<file path="config.mk">
export PLATFORM = sky130hd
export DESIGN_NAME = rom_fetch_stage
export DESIGN_NICKNAME = d
export VERILOG_FILES = /design/src/rtl/rom_fetch_stage.sv
export SDC_FILE = /design/constraint.sdc
export NUM_CORES = 1
export LEC_CHECK = 0
export CAP_MARGIN = 25
export CELL_PAD_IN_SITES_DETAIL_PLACEMENT = 1
export CELL_PAD_IN_SITES_GLOBAL_PLACEMENT = 1
export CORE_AREA = 4 4 79 96
export CTS_BUF_LIST = sky130_fd_sc_hd__clkbuf_8
export DETAILED_ROUTE_END_ITERATION = 16
export DIE_AREA = 0 0 83 100
export GPL_TIMING_DRIVEN = 0
export HOLD_SLACK_MARGIN = 0.12
export PLACE_DENSITY_LB_ADDON = 0.2
export SETUP_SLACK_MARGIN = 0.4
export SYNTH_ARGS = -nofsm -noshare
export SYNTH_HDL_FRONTEND = slang
export SYNTH_SLANG_ARGS = --single-unit
</file>
<file path="constraint.sdc">
create_clock -name clk -period 2 [get_ports clk]
set_clock_uncertainty 0.2 [all_clocks]
set_input_delay 0.2 -clock clk [delete_from_list [all_inputs] [get_ports clk]]
set_output_delay 0.2 -clock clk [all_outputs]
set_load 0.01 [all_outputs]
</file>
<file path="src/rtl/rom_fetch_stage.sv">
// rom_fetch_stage
//   Fetch stage in front of the 256x8 instruction ROM. Owns the program
//   counter, presents it to the ROM as a registered address, captures the
//   ROM byte one cycle later, and hands {pc, byte} to decode through a
//   2-entry FIFO with a valid/ready handshake. A credit check on
//   FIFO occupancy plus the in-flight request keeps the FIFO from ever
//   overflowing while still sustaining one byte per cycle.
//
// Ports
//   clk          system clock, all state on the rising edge
//   rst_n        asynchronous active-low reset
//   run          fetch enable; low stops new ROM requests
//   redirect     one-cycle pulse: flush and restart fetch at redirect_pc
//   redirect_pc  new fetch address, sampled while redirect=1
//   mem_addr     ROM address (the PC register itself)
//   mem_q        ROM read data, valid the cycle after mem_addr
//   instr_valid  FIFO head holds a byte
//   instr        byte at FIFO head
//   instr_pc     address the head byte was fetched from
//   instr_ready  decode accepts the head this cycle
//   busy         request in flight or FIFO non-empty
module rom_fetch_stage #(
  parameter logic [7:0] RESET_PC = 8'h00
) (
  input  logic       clk,
  input  logic       rst_n,
  input  logic       run,
  input  logic       redirect,
  input  logic [7:0] redirect_pc,
  output logic [7:0] mem_addr,
  input  logic [7:0] mem_q,
  output logic       instr_valid,
  output logic [7:0] instr,
  output logic [7:0] instr_pc,
  input  logic       instr_ready,
  output logic       busy
);

  // Stage p0: program counter, drives the ROM address.
  logic [7:0] pc_p0;

  // Stage p1: request in flight, ROM data arrives during this stage.
  logic       vld_p1;
  logic [7:0] pc_p1;

  // Stage p2: output FIFO, slot 0 is the head.
  logic [7:0] fifo_pc   [2];
  logic [7:0] fifo_data [2];
  logic [1:0] count;

  logic       pop;
  logic       push;
  logic       issue;
  logic [2:0] occupancy;
  logic [2:0] credit_limit;
  logic [1:0] slot;

  assign pop  = (count != 2'd0) & instr_ready;
  assign push = vld_p1 & ~redirect;

  // Bytes that will occupy the FIFO once the in-flight request lands must
  // stay below two, counting a byte leaving this cycle as a freed slot.
  assign occupancy    = {1'b0, count} + {2'b00, vld_p1};
  assign credit_limit = 3'd2 + {2'b00, pop};
  assign issue        = run & ~redirect & (occupancy < credit_limit);

  // Pushed byte lands behind whatever remains after this cycle's pop.
  assign slot = count - {1'b0, pop};

  always_ff @(posedge clk or negedge rst_n) begin
    if (!rst_n) begin
      pc_p0        <= RESET_PC;
      vld_p1       <= 1'b0;
      pc_p1        <= 8'h00;
      count        <= 2'd0;
      fifo_pc[0]   <= 8'h00;
      fifo_pc[1]   <= 8'h00;
      fifo_data[0] <= 8'h00;
      fifo_data[1] <= 8'h00;
    end else if (redirect) begin
      // Flush: the in-flight byte and buffered bytes are discarded.
      pc_p0  <= redirect_pc;
      vld_p1 <= 1'b0;
      count  <= 2'd0;
    end else begin
      if (issue) begin
        vld_p1 <= 1'b1;
        pc_p1  <= pc_p0;
        pc_p0  <= pc_p0 + 8'd1;
      end else begin
        vld_p1 <= 1'b0;
      end

      if (pop) begin
        fifo_pc[0]   <= fifo_pc[1];
        fifo_data[0] <= fifo_data[1];
      end

      if (push) begin
        fifo_pc[slot[0]]   <= pc_p1;
        fifo_data[slot[0]] <= mem_q;
      end

      count <= count + {1'b0, push} - {1'b0, pop};
    end
  end

  assign mem_addr    = pc_p0;
  assign instr_valid = (count != 2'd0);
  assign instr       = fifo_data[0];
  assign instr_pc    = fifo_pc[0];
  assign busy        = vld_p1 | (count != 2'd0);

endmodule

</file>
# Word-level counts from Yosys, hierarchy flattened
# Index checks and enable logic that the tools add are counted.
op_classes:
  add_sub_neg: 6
  n_lt_le_gt_ge: 3
  n_mux: 15
  bitwise: 7
  n_reduce_logical: 5
ops:
  columns: ["cell", "count"]
  rows:
  - ["8-bit two-way mux", 7]
  - ["16-bit bitwise mux", 2]
  - ["16-bit two-way mux", 2]
  - ["8-bit by 1-bit adder with 8-bit output (second input constant)", 1]
  - ["8-bit demux with 1-bit select", 1]
  - ["1-bit bitwise AND", 4]
  - ["2-bit AND reduction", 2]
  - ["2-bit nonzero test", 2]
  - ["2-bit by 1-bit adder with 3-bit output", 1]
  - ["2-bit by 1-bit adder with 3-bit output (first input constant)", 1]
  - ["3-bit < comparator", 1]
  - ["2-bit by 1-bit adder with 2-bit output", 1]
  - ["2-bit >= comparator (second input constant)", 1]
  - ["2-bit by 1-bit < comparator with 1-bit output (second input constant)", 1]
  - ["1-bit two-way mux", 2]
  - ["2-bit two-way mux", 1]
  - ["1-bit inverter with 2-bit output", 1]
  - ["2-bit by 1-bit subtractor with 2-bit output", 1]
  - ["1-bit logical AND", 1]
  - ["1-bit inverter", 1]
  - ["1-bit bitwise OR", 1]
  - ["1-bit subtractor", 1]
word_totals:
  register_bits: 51
  inputBits: 21
  out_inout_bits: 26
  wordCells: 44

# Longest topological paths before layout
# Gate-level depths: netlist of run 1.
logic_depth:
  ltp_word: 10
  ltp_mapped: 7
  mapped_depth_nobuf: 6

# Least setup slack after synthesis of run 1
# OpenSTA, ideal clock, no wires.
synth_timing:
  path_type: "reg2reg"
  start: "register count[0]"
  end: "register pc_p1[0]"
  setup_time_ps: 128
  t_arrival_ps: 1707
  path_slack_ps: -34
  stages_incl_launch_ff: 7
  path_cell_list: "dfrtp_1 > ha_1 > ha_1 > nor2b_1 > clkbuf_1 > nand3_2 > mux2_1"
synth_via:
  elab_chain_cells: 6
  elab_cells_between_ends: 7
synth_rtl:
  columns: ["item", "line_no", "text"]
  rows:
  - ["start, declared", "49", "logic [1:0] count;"]
  - ["start signal, assigned", "104", "count <= count + {1'b0, push} - {1'b0, pop};"]
  - ["2-bit nonzero test", "58", "assign pop = (count != 2'd0) & instr_ready;"]
  - ["1-bit bitwise AND", "58", null]
  - ["2-bit by 1-bit adder with 3-bit output", "64", "assign credit_limit = 3'd2 + {2'b00, pop};"]
  - ["3-bit < comparator *", "65", "assign issue = run & ~redirect & (occupancy < credit_limit);"]
  - ["1-bit bitwise AND *", "65", null]
  - ["2-bit AND reduction (no line) *", null, null]
  - ["end signal, assigned", "88", "pc_p1 <= pc_p0;"]
  - ["end, declared", "44", "logic [7:0] pc_p1;"]
# Every way passes the cells marked *; elsewhere a longest branch is shown, timed or not.
# A chain may end at the register's enable or synchronous reset.

# Final worst setup path of run 1
layout_timing:
  start: "register count[0]"
  end: "register pc_p0[4] (netlist: mem_addr[4])"
layout_via:
  elab_chain_cells: 6
  elab_cells_between_ends: 7
layout_rtl:
  columns: ["item", "line_no", "text"]
  rows:
  - ["2-bit nonzero test", "58", null]
  - ["1-bit bitwise AND", "58", null]
  - ["2-bit by 1-bit adder with 3-bit output", "64", null]
  - ["3-bit < comparator *", "65", null]
  - ["1-bit bitwise AND *", "65", null]
  - ["2-bit nonzero test (no line) *", null, null]
  - ["end signal, assigned", "82", "pc_p0 <= redirect_pc;"]
  - ["end signal, assigned", "89", "pc_p0 <= pc_p0 + 8'd1;"]
  - ["end, declared", "40", "logic [7:0] pc_p0;"]
# Marks and branches as above.

==> flow_summary.toml, run 1 <==
[global_routing]
antenna_found_initial = 0
grt-ovfl-total = 0
grt_pass1_vias = 2104
grt_pass1_wl_um = 10600
grt_util_all_layers_pct = 15.7
grt_max_degree = 32

[synth]
syn_area_per_cell_um2 = 12.0
synthSimpleGateAreaFrac_pct = 14.1
ys_warn_count = 0
synthXorXnorAreaFrac_pct = 0.710
synthDistinctLibCells = 42
synth-edff-count = 0
async_flop_share_pct = 100
synthMuxAreaShare_pct = 11.4
syn_area_mm2 = 0.00247
ys_ff_latch = 51
synth_compound_area_share_pct = 12.3
synth_fa_ha_area_share_pct = 2.03
ys_seq_area_share_pct = 51.7
syn_inst = 206
ys.flop_type = "dfrtp_1"
syn-num-nets = 231
synth_top_family_by_area = "simple AND/OR/NAND/NOR gates"

[floorplan]
coreArea_mm2 = 0.00669
die_y_um = 100
die_area_mm2 = 0.00830
dieWidth_um = 83
initial_core_util_pct = 36.9
fp-row-count = 33
pin_count = 47

[cts]
cts.htree.levels = 2
clk_pin_slew_ns = 0.10
cts_tree = "yes"
cts_sinks = 51
clockRootBuffer = "clkbuf_8"
clk_latency_ns = 0.30
cts_made_buffers = 5
cts_buffer_depth = 2

[worst_setup_path]
crit_arrival_ns = 1.95
startpoint_type = "flop"
crit_fanout = 6
max_stage_delay_ns = 0.48
required_ns = 1.96
crit_buf_inv = 1
cp_top_family = "compound AO/OA/AOI/OAI gates"
slowest_stage = "dfrtp_2"
criticalPathCategory = "flop to flop"
cp_cell_sequence = "ha_4, ha_4, o21a_4, buf_6, o311ai_2, o311ai_2"
crit_path_end_kind = "flop"

[place]
numPlacedInstances = 340
dp_hpwl_um = 4090
portBuffers = 46
routabilityCongestion = 0.816
dpl_worst_slack_ns = -0.367

[timing]
max_freq_ghz = 0.504
finalSetupViolCount = 0
finalCritPeriodShare_pct = 99.3
timing.hold.ws_ns = 0.194
tightest_slew_ns = 0.528
setup_slack_ns = 0.0146
maxSlewHeadroom_pct = 64.8
rsz0062_at_grt = "yes"
hold_viol = 0
final_max_slew_viol_count = 0
min_period_ns = 1.99
setup_tns_ns = 0

[outcome]
status = "finished, final reports clean"

[power_and_ir_drop]
p_total_mw = 4.64
power_density_mw_per_mm2 = 1210
ir_worst_vdd_mv = 0.368
p_leak_nw = 1.79

[min_path]
min_path_type = "input pin to async pin"

[run]
maxCapViolations = 0

[cells_and_area]
nNetsFinal = 328
fillers = 701
layout_common_cells = "buf_4, dfrtp_1, mux2_4, dlygate4sd2_1, clkdlybuf4s50_1"
fin_cells = 391
area_growth_pct = 55.1
antenna_cells = 0
drive_gt1_share_pct = 46.1
layout_commonest_cell = "buf_4"

[detailed_routing]
post_drt_wl_per_cell_um = 17.6
vias = 1996
drt_first_pass_iters = 4
detail_route.vias_per_cell = 5.10
drt_iter0_markers = 73
ant_nets = 0
wl_um = 6880
drc_errors = 0
## what timing repair did
| action | CTS | global route |
|---|---|---|
| endpoints found under the setup margin | 77 | 53 |
| pin swaps | 6 | 7 |
| cloned | 3 | 2 |
| resized for setup | 57 | 33 |
| hold endpoints to repair | 51 | 0 |
| hold buffers | 1 | 0 |
| buffers inserted | 25 | 12 |
## worst reg2reg max path: cells and delay by family (launching register included)
family | cells | cell delay (ns)
compound gates | 3 | 0.62
fa+ha+maj | 2 | 0.42
buf+inv | 1 | 0.13
flops | 1 | 0.48
## power by group
group / internal (mW) / switching [mW]
Combinational: 1.43 / 0.877
Clock: 0.240 / 0.346
Sequential: 1.43 / 0.311
Total: 3.10 / 1.53
## cells by family (layout without fill, tap and decap cells)
group                    after synthesis  after routing
AND/OR/NAND/NOR                       59             59
buffers and inverters                 29            127
flip-flops                            51             51
AO/OA/AOI/OAI                         36             36
multiplexers                          25             25
XOR/XNOR                               2              2
adder cells (fa/ha/maj)                4              4
## Yosys cell counts (2+ instances only)
| library cell | n | area (µm²) |
|---|---|---|
| mux2_1 | 24 | 270 |
| o21ai_1 | 2 | 10.0 |
| buf_2 | 2 | 10.0 |
| o21a_1 | 2 | 15.0 |
| ha_1 | 4 | 50.1 |
| nand4_1 | 2 | 12.5 |
| or4_1 | 3 | 22.5 |
| buf_4 | 19 | 143 |
| nand3_1 | 6 | 30.0 |
| dfrtp_1 | 51 | 1280 |
| nor4_1 | 2 | 12.5 |
| nand2_1 | 11 | 41.3 |
| or3_1 | 3 | 18.8 |
| o311ai_1 | 3 | 26.3 |
| nor3_1 | 2 | 10.0 |
| a221o_1 | 15 | 150 |
| nor2b_1 | 20 | 125 |
| a31oi_1 | 2 | 12.5 |
| o21ai_2 | 2 | 17.5 |
| o211ai_1 | 4 | 30.0 |
| clkbuf_1 | 4 | 15.0 |
| inv_1 | 2 | 7.51 |
| nor2_1 | 2 | 7.51 |
## metrics by stage
step	util, %	area, µm²
5_1_grt	57.2	3830
3_3_place_gp	47.4	3170
2_1_floorplan	-	2600
6_report	57.2	3830
3_5_place_dp	47.6	3190
4_1_cts	53.3	3570
## area by class of cell
type | instances | area [µm²] | area share [%]
repair buffers | 90 | 860 | 22.5
well taps | 87 | 109 | 2.84
flip-flops and latches | 51 | 1290 | 33.6
clock inverters | 3 | 16.3 | 0.425
clock buffers | 5 | 68.8 | 1.80
plain buffers | 26 | 231 | 6.05
multi-input cells | 126 | 1240 | 32.5
inverters | 3 | 11.3 | 0.294
## layer usage
metal  global-route usage, %  vias to the layer above  part of all wire (%)
li1                        -                      933                     -
met1                    20.1                     1014                    43
met2                    27.0                       43                    53
met3                    3.61                        6                   2.9
met4                    4.15                        0                  0.92
met5                       0                        -                     0
## final timing paths
kind	startpoint	to	slack, ns	cells past startpoint
setup / recovery	count[0]$_DFF_PN0_	mem_addr[4]$_DFFE_PN0P_	0.01	6
hold / removal	rst_n	instr[7]$_DFFE_PN0N_	0.19	2
setup reg to reg	count[0]$_DFF_PN0_	mem_addr[4]$_DFFE_PN0P_	0.01	6
hold reg to reg	flop	instr[0]$_DFFE_PN0N_	0.32	1
max in group asynchronous	rst_n	mem_addr[4]$_DFFE_PN0P_	0.84	3
min in group clk	redirect_pc[6]	mem_addr[6]$_DFFE_PN0P_	0.26	3
(Power assumes the default switching activity.)
==> inputs of run 2 (changes only) <==
REMOVE_ABC_BUFFERS = 1   (was unset)
==> run 2 against run 1 <==
Against the previous run:
- critical endpoint is now pc_p1[4]$_DFFE_PN0P_
- power shrank 4.4%
- global-route usage increased by 0.63 points
- the flow now finishes with violations (setup timing)
- first-iteration DRC count fell by 12%
- critical path depth grew 2
==> flow_summary.toml, run 2 (synthesis results as in run 1) <==
[outcome]
status = "finished, violations left"
violations = "setup timing"

[power_and_ir_drop]
p_leak_nw = 1.65
ir_worst_vdd_mv = 0.677
power_density_mw_per_mm2 = 1230

[cells_and_area]
drive_gt1_share_pct = 36.3
layout_common_cells = "dfrtp_1, dlygate4sd2_1, buf_4"
fin_cells = 360
antenna_cells = 0
fillers = 710
post-route-cell-area_mm2 = 0.00360
nNetsFinal = 297
layout_commonest_cell = "dfrtp_1"
area_growth_pct = 45.9

[global_routing]
grt_max_degree = 37
antenna_found_initial = 0
grt-ovfl-total = 0
grt_pass1_wl_um = 10800
grt_pass1_vias = 2052
grt_util_all_layers_pct = 16.4

[detailed_routing]
wl_um = 6850
drt_first_pass_iters = 4
drt_iter0_markers = 64
detail_route.vias_per_cell = 5.31
drc_errors = 0
ant_nets = 0
vias = 1912
post_drt_wl_per_cell_um = 19.0

[worst_setup_path]
worst_r2r_startpoint = "count[0]$_DFF_PN0_"
cp-startpoint = "count[0]$_DFF_PN0_"
crit_arrival_ns = 2.03
startpoint_type = "flop"
criticalPathCategory = "flop to flop"
required_ns = 1.99
reg2regPathDepth = 8
crit_path_end_kind = "flop"
slowest_stage = "dfrtp_2"
crit_fanout = 7
r2r_slack_ns = -0.04
rr_endpoint = "pc_p1[4]$_DFFE_PN0P_"
crit_buf_inv = 4
max_stage_delay_ns = 0.49
worstSetupPathDepth = 8
cp_top_family = "buffers and inverters"
cp_cell_sequence = "buf_6, o21ai_4, buf_4, buf_6, o21ai_4, buf_12, nand3_4, mux2_1"

[cts]
clockRootBuffer = "clkbuf_8"
clk_latency_ns = 0.31
clk_pin_slew_ns = 0.10
cts_tree = "yes"
cts.htree.levels = 2
cts_sinks = 51
cts_made_buffers = 5
cts_buffer_depth = 2

[floorplan]
initial_core_util_pct = 36.9
coreArea_mm2 = 0.00669
pin_count = 47
die_y_um = 100
die_area_mm2 = 0.00830
fp-row-count = 33
dieWidth_um = 83

[place]
placed_cell_area_mm2 = 0.00288
dp_hpwl_um = 3750
routabilityCongestion = 0.804
numPlacedInstances = 315
portBuffers = 46

[timing]
maxSlewHeadroom_pct = 60.3
finalCritPeriodShare_pct = 102
max_freq_ghz = 0.490
setup_slack_ns = -0.0394
hold_viol = 0
final_max_slew_viol_count = 0
tightest_slew_ns = 0.595
rsz0062_at_grt = "yes"
finalSetupViolCount = 10
min_period_ns = 2.04

[min_path]
min_path_type = "input pin to async pin"

[run]
maxCapViolations = 0
## run 2: worst max-delay path by stage
stage               slack [ns]                      end
global placement         -1.77  instr_pc[2]$_DFFE_PN0N_
global route             -0.10     pc_p1[5]$_DFFE_PN0P_
CTS                       0.03  mem_addr[3]$_DFFE_PN0P_
detailed placement       -1.33  instr_pc[1]$_DFFE_PN0N_
floorplan                -0.21     instr[0]$_DFFE_PN0N_
finish                   -0.04     pc_p1[4]$_DFFE_PN0P_
## run 2: report_power, final
part	internal, mW	leakage (nW)	switching [mW]
clock network	0.283	0.0474	0.363
registers	1.43	0.636	0.277
logic	1.21	0.963	0.871
total	2.92	1.65	1.51
## run 2: what timing repair did
item	CTS	global route
endpoints found under the setup margin	76	56
pin swaps	18	8
gates resized for setup	76	29
hold buffers	1	0
hold endpoints to repair	51	0
gates cloned	3	0
buffers inserted	27	6
## run 2: metal layers
layer	vias up	global-route usage, %	part of all wire [%]
met5	-	0	0
met4	0	5.66	0.95
met3	6	3.61	3.8
met2	53	29.3	50
met1	983	19.4	45
li1	870	-	-
## run 2: worst reg2reg max path: cells and delay by family (launching register included)
kind / cells / cell delay, ns
compound gates: 2 / 0.23
buf+inv: 4 / 0.56
flops: 1 / 0.49
mux: 1 / 0.33
simple gates: 1 / 0.12
## run 2: area by class of cell
type | instances | area (µm²) | share of cell area [%]
Inverter | 3 | 11.3 | 0.313
Multi-Input combinational cell | 128 | 1250 | 34.7
Timing Repair Buffer | 83 | 845 | 23.5
Sequential cell | 51 | 1290 | 35.7
Tap cell | 87 | 109 | 3.02
Clock buffer | 6 | 82.6 | 2.29
Clock inverter | 2 | 16.3 | 0.452
## run 2: per-stage QoR
stage | setup TNS [ns] | setup slack [ns] | hold WS [ns] | util, % | power, mW
2_1_floorplan | -3.94 | -0.215 | -0.296 | - | 2.44
3_3_place_gp | -101.24 | -1.77 | 0.268 | 42.7 | 3.08
3_5_place_dp | -42.33 | -1.33 | -0.0390 | 43.1 | 3.14
4_1_cts | 0 | 0.0310 | 0.148 | 51.3 | 4.15
5_1_grt | -1.99 | -0.104 | 0.175 | 53.8 | 4.68
6_report | -0.267 | -0.0394 | 0.141 | 53.8 | 4.43
==> variant, RTL diff (config.mk and constraints of run 2) <==
Make the reset (`rst_n`) synchronous in one clocked block. Comments in the files are not updated.
--- a/src/rtl/rom_fetch_stage.sv
+++ b/src/rtl/rom_fetch_stage.sv
@@ -67,7 +67,7 @@
   // Pushed byte lands behind whatever remains after this cycle's pop.
   assign slot = count - {1'b0, pop};
 
-  always_ff @(posedge clk or negedge rst_n) begin
+  always_ff @(posedge clk) begin
     if (!rst_n) begin
       pc_p0        <= RESET_PC;
       vld_p1       <= 1'b0;
Function: differs if rst_n is asserted again (counterexample within 4 cycles, from zero or initial values and one cycle with rst_n low); with rst_n held inactive, the same outputs for 10 cycles.
==> variant against run 2 <==
- synthesized area fell by 6.6%
- count of clock-buffer cells in the layout shrank 1
- design area rose by 1.3%
- sequential cell count unchanged
- first-iteration DRC count grew 31%
- setup slack improved by 0.094 ns
- routed wire length up 7.8%
- core utilization rose by 0.71 points
- largest cell class unchanged
Power is not compared: it rests on default switching activity, and its combinational part moved more than twofold at a synthesized area within 25%.
==> variant: results <==
export IMPL_synth_seq_area_share_pct=58.2
export IMPL_fin_cells=387
export IMPL_worstPathMaxFanout=3
export IMPL_synth_top_cells_by_area="edfxtp_1, dfxtp_1, o21ai_0, nand2_1, and2_1"
export IMPL_final_layout_size_suffix_gt1_share_pct=42.3
export IMPL_met2_length_mm=4.05
export IMPL_vias=2052
export IMPL_gp_congestion=0.727
export IMPL_grt_max_degree=25
export IMPL_dp_slack_ns=-1.45
export IMPL_wl_mm=7.38
export IMPL_fin_nets=324
export IMPL_grt_pass1_vias=2197
export IMPL_timing_slew_headroom_pct=63.9
export IMPL_status="finished clean"
export IMPL_grt_util_met3_pct=3.45
export IMPL_drtIter0Drc=84
export IMPL_async_flop_share_pct=0
export IMPL_grt_use_total_pct=16.5
export IMPL_max_stage_delay_ns=0.38
export IMPL_cts_resized=133
export IMPL_ys_types=28
export IMPL_wl_met3_microns=268
export IMPL_dpl_cell_area_sq_um=2840
export IMPL_ys_flop_type="edfxtp_1"
export IMPL_avgSynthCellArea_sq_um=10.2
export IMPL_worstPathArrival_ns=1.98
[variant: path summary, 6_finish.rpt]
check / startpoint / end / slack (ns) / depth (start not counted)
worst max register to register: vld_p1$_SDFF_PP0_ / count[1]$_SDFF_PP0_ / 0.05 / 7
worst min register to register: pc_p1[7]$_SDFFE_PN0P_ / pc_p1[7]$_SDFFE_PN0P_ / 0.30 / 2
worst min-delay path: rst_n / mem_addr[1]$_SDFFE_PN0P_ / 0.16 / 3
worst max-delay path: vld_p1$_SDFF_PP0_ / count[1]$_SDFF_PP0_ / 0.05 / 7
[variant: layout make-up]
| class | count | area, sq um |
|---|---|---|
| fillers | 723 | 3040 |
| repair buffers | 72 | 757 |
| clock buffers | 5 | 68.8 |
| inverters | 2 | 7.51 |
| flip-flops and latches | 51 | 1360 |
| clock inverters | 3 | 16.3 |
| well taps | 87 | 109 |
| multi-input cells | 167 | 1330 |
[variant: cell families after synthesis]
group                      Yosys count  synth area share, %
buffers and inverters               15                 2.77
adders and majority gates            4                 2.17
xor gates and xnor gates             2                0.760
AOI/OAI and AO/OA                   62                 15.9
and+or+nand+nor                     92                 20.2
DFF                                 51                 58.2
[variant: worst max-delay path: cells and delay by family, from the launching register on]
kind | cells | cell delay, ns
flops | 1 | 0.38
fa+ha+maj | 1 | 0.18
xor+xnor | 2 | 0.29
buf+inv | 1 | 0.10
compound gates | 1 | 0.14
simple gates | 2 | 0.59
[variant: where the power goes]
group | switching [uW] | leakage, uW | total, uW | internal, uW
Combinational | 127 | 0.000993 | 250 | 123
Sequential | 37.0 | 0.000491 | 1190 | 1160
Clock | 349 | 0.0000453 | 590 | 241
Total | 513 | 0.00153 | 2030 | 1520
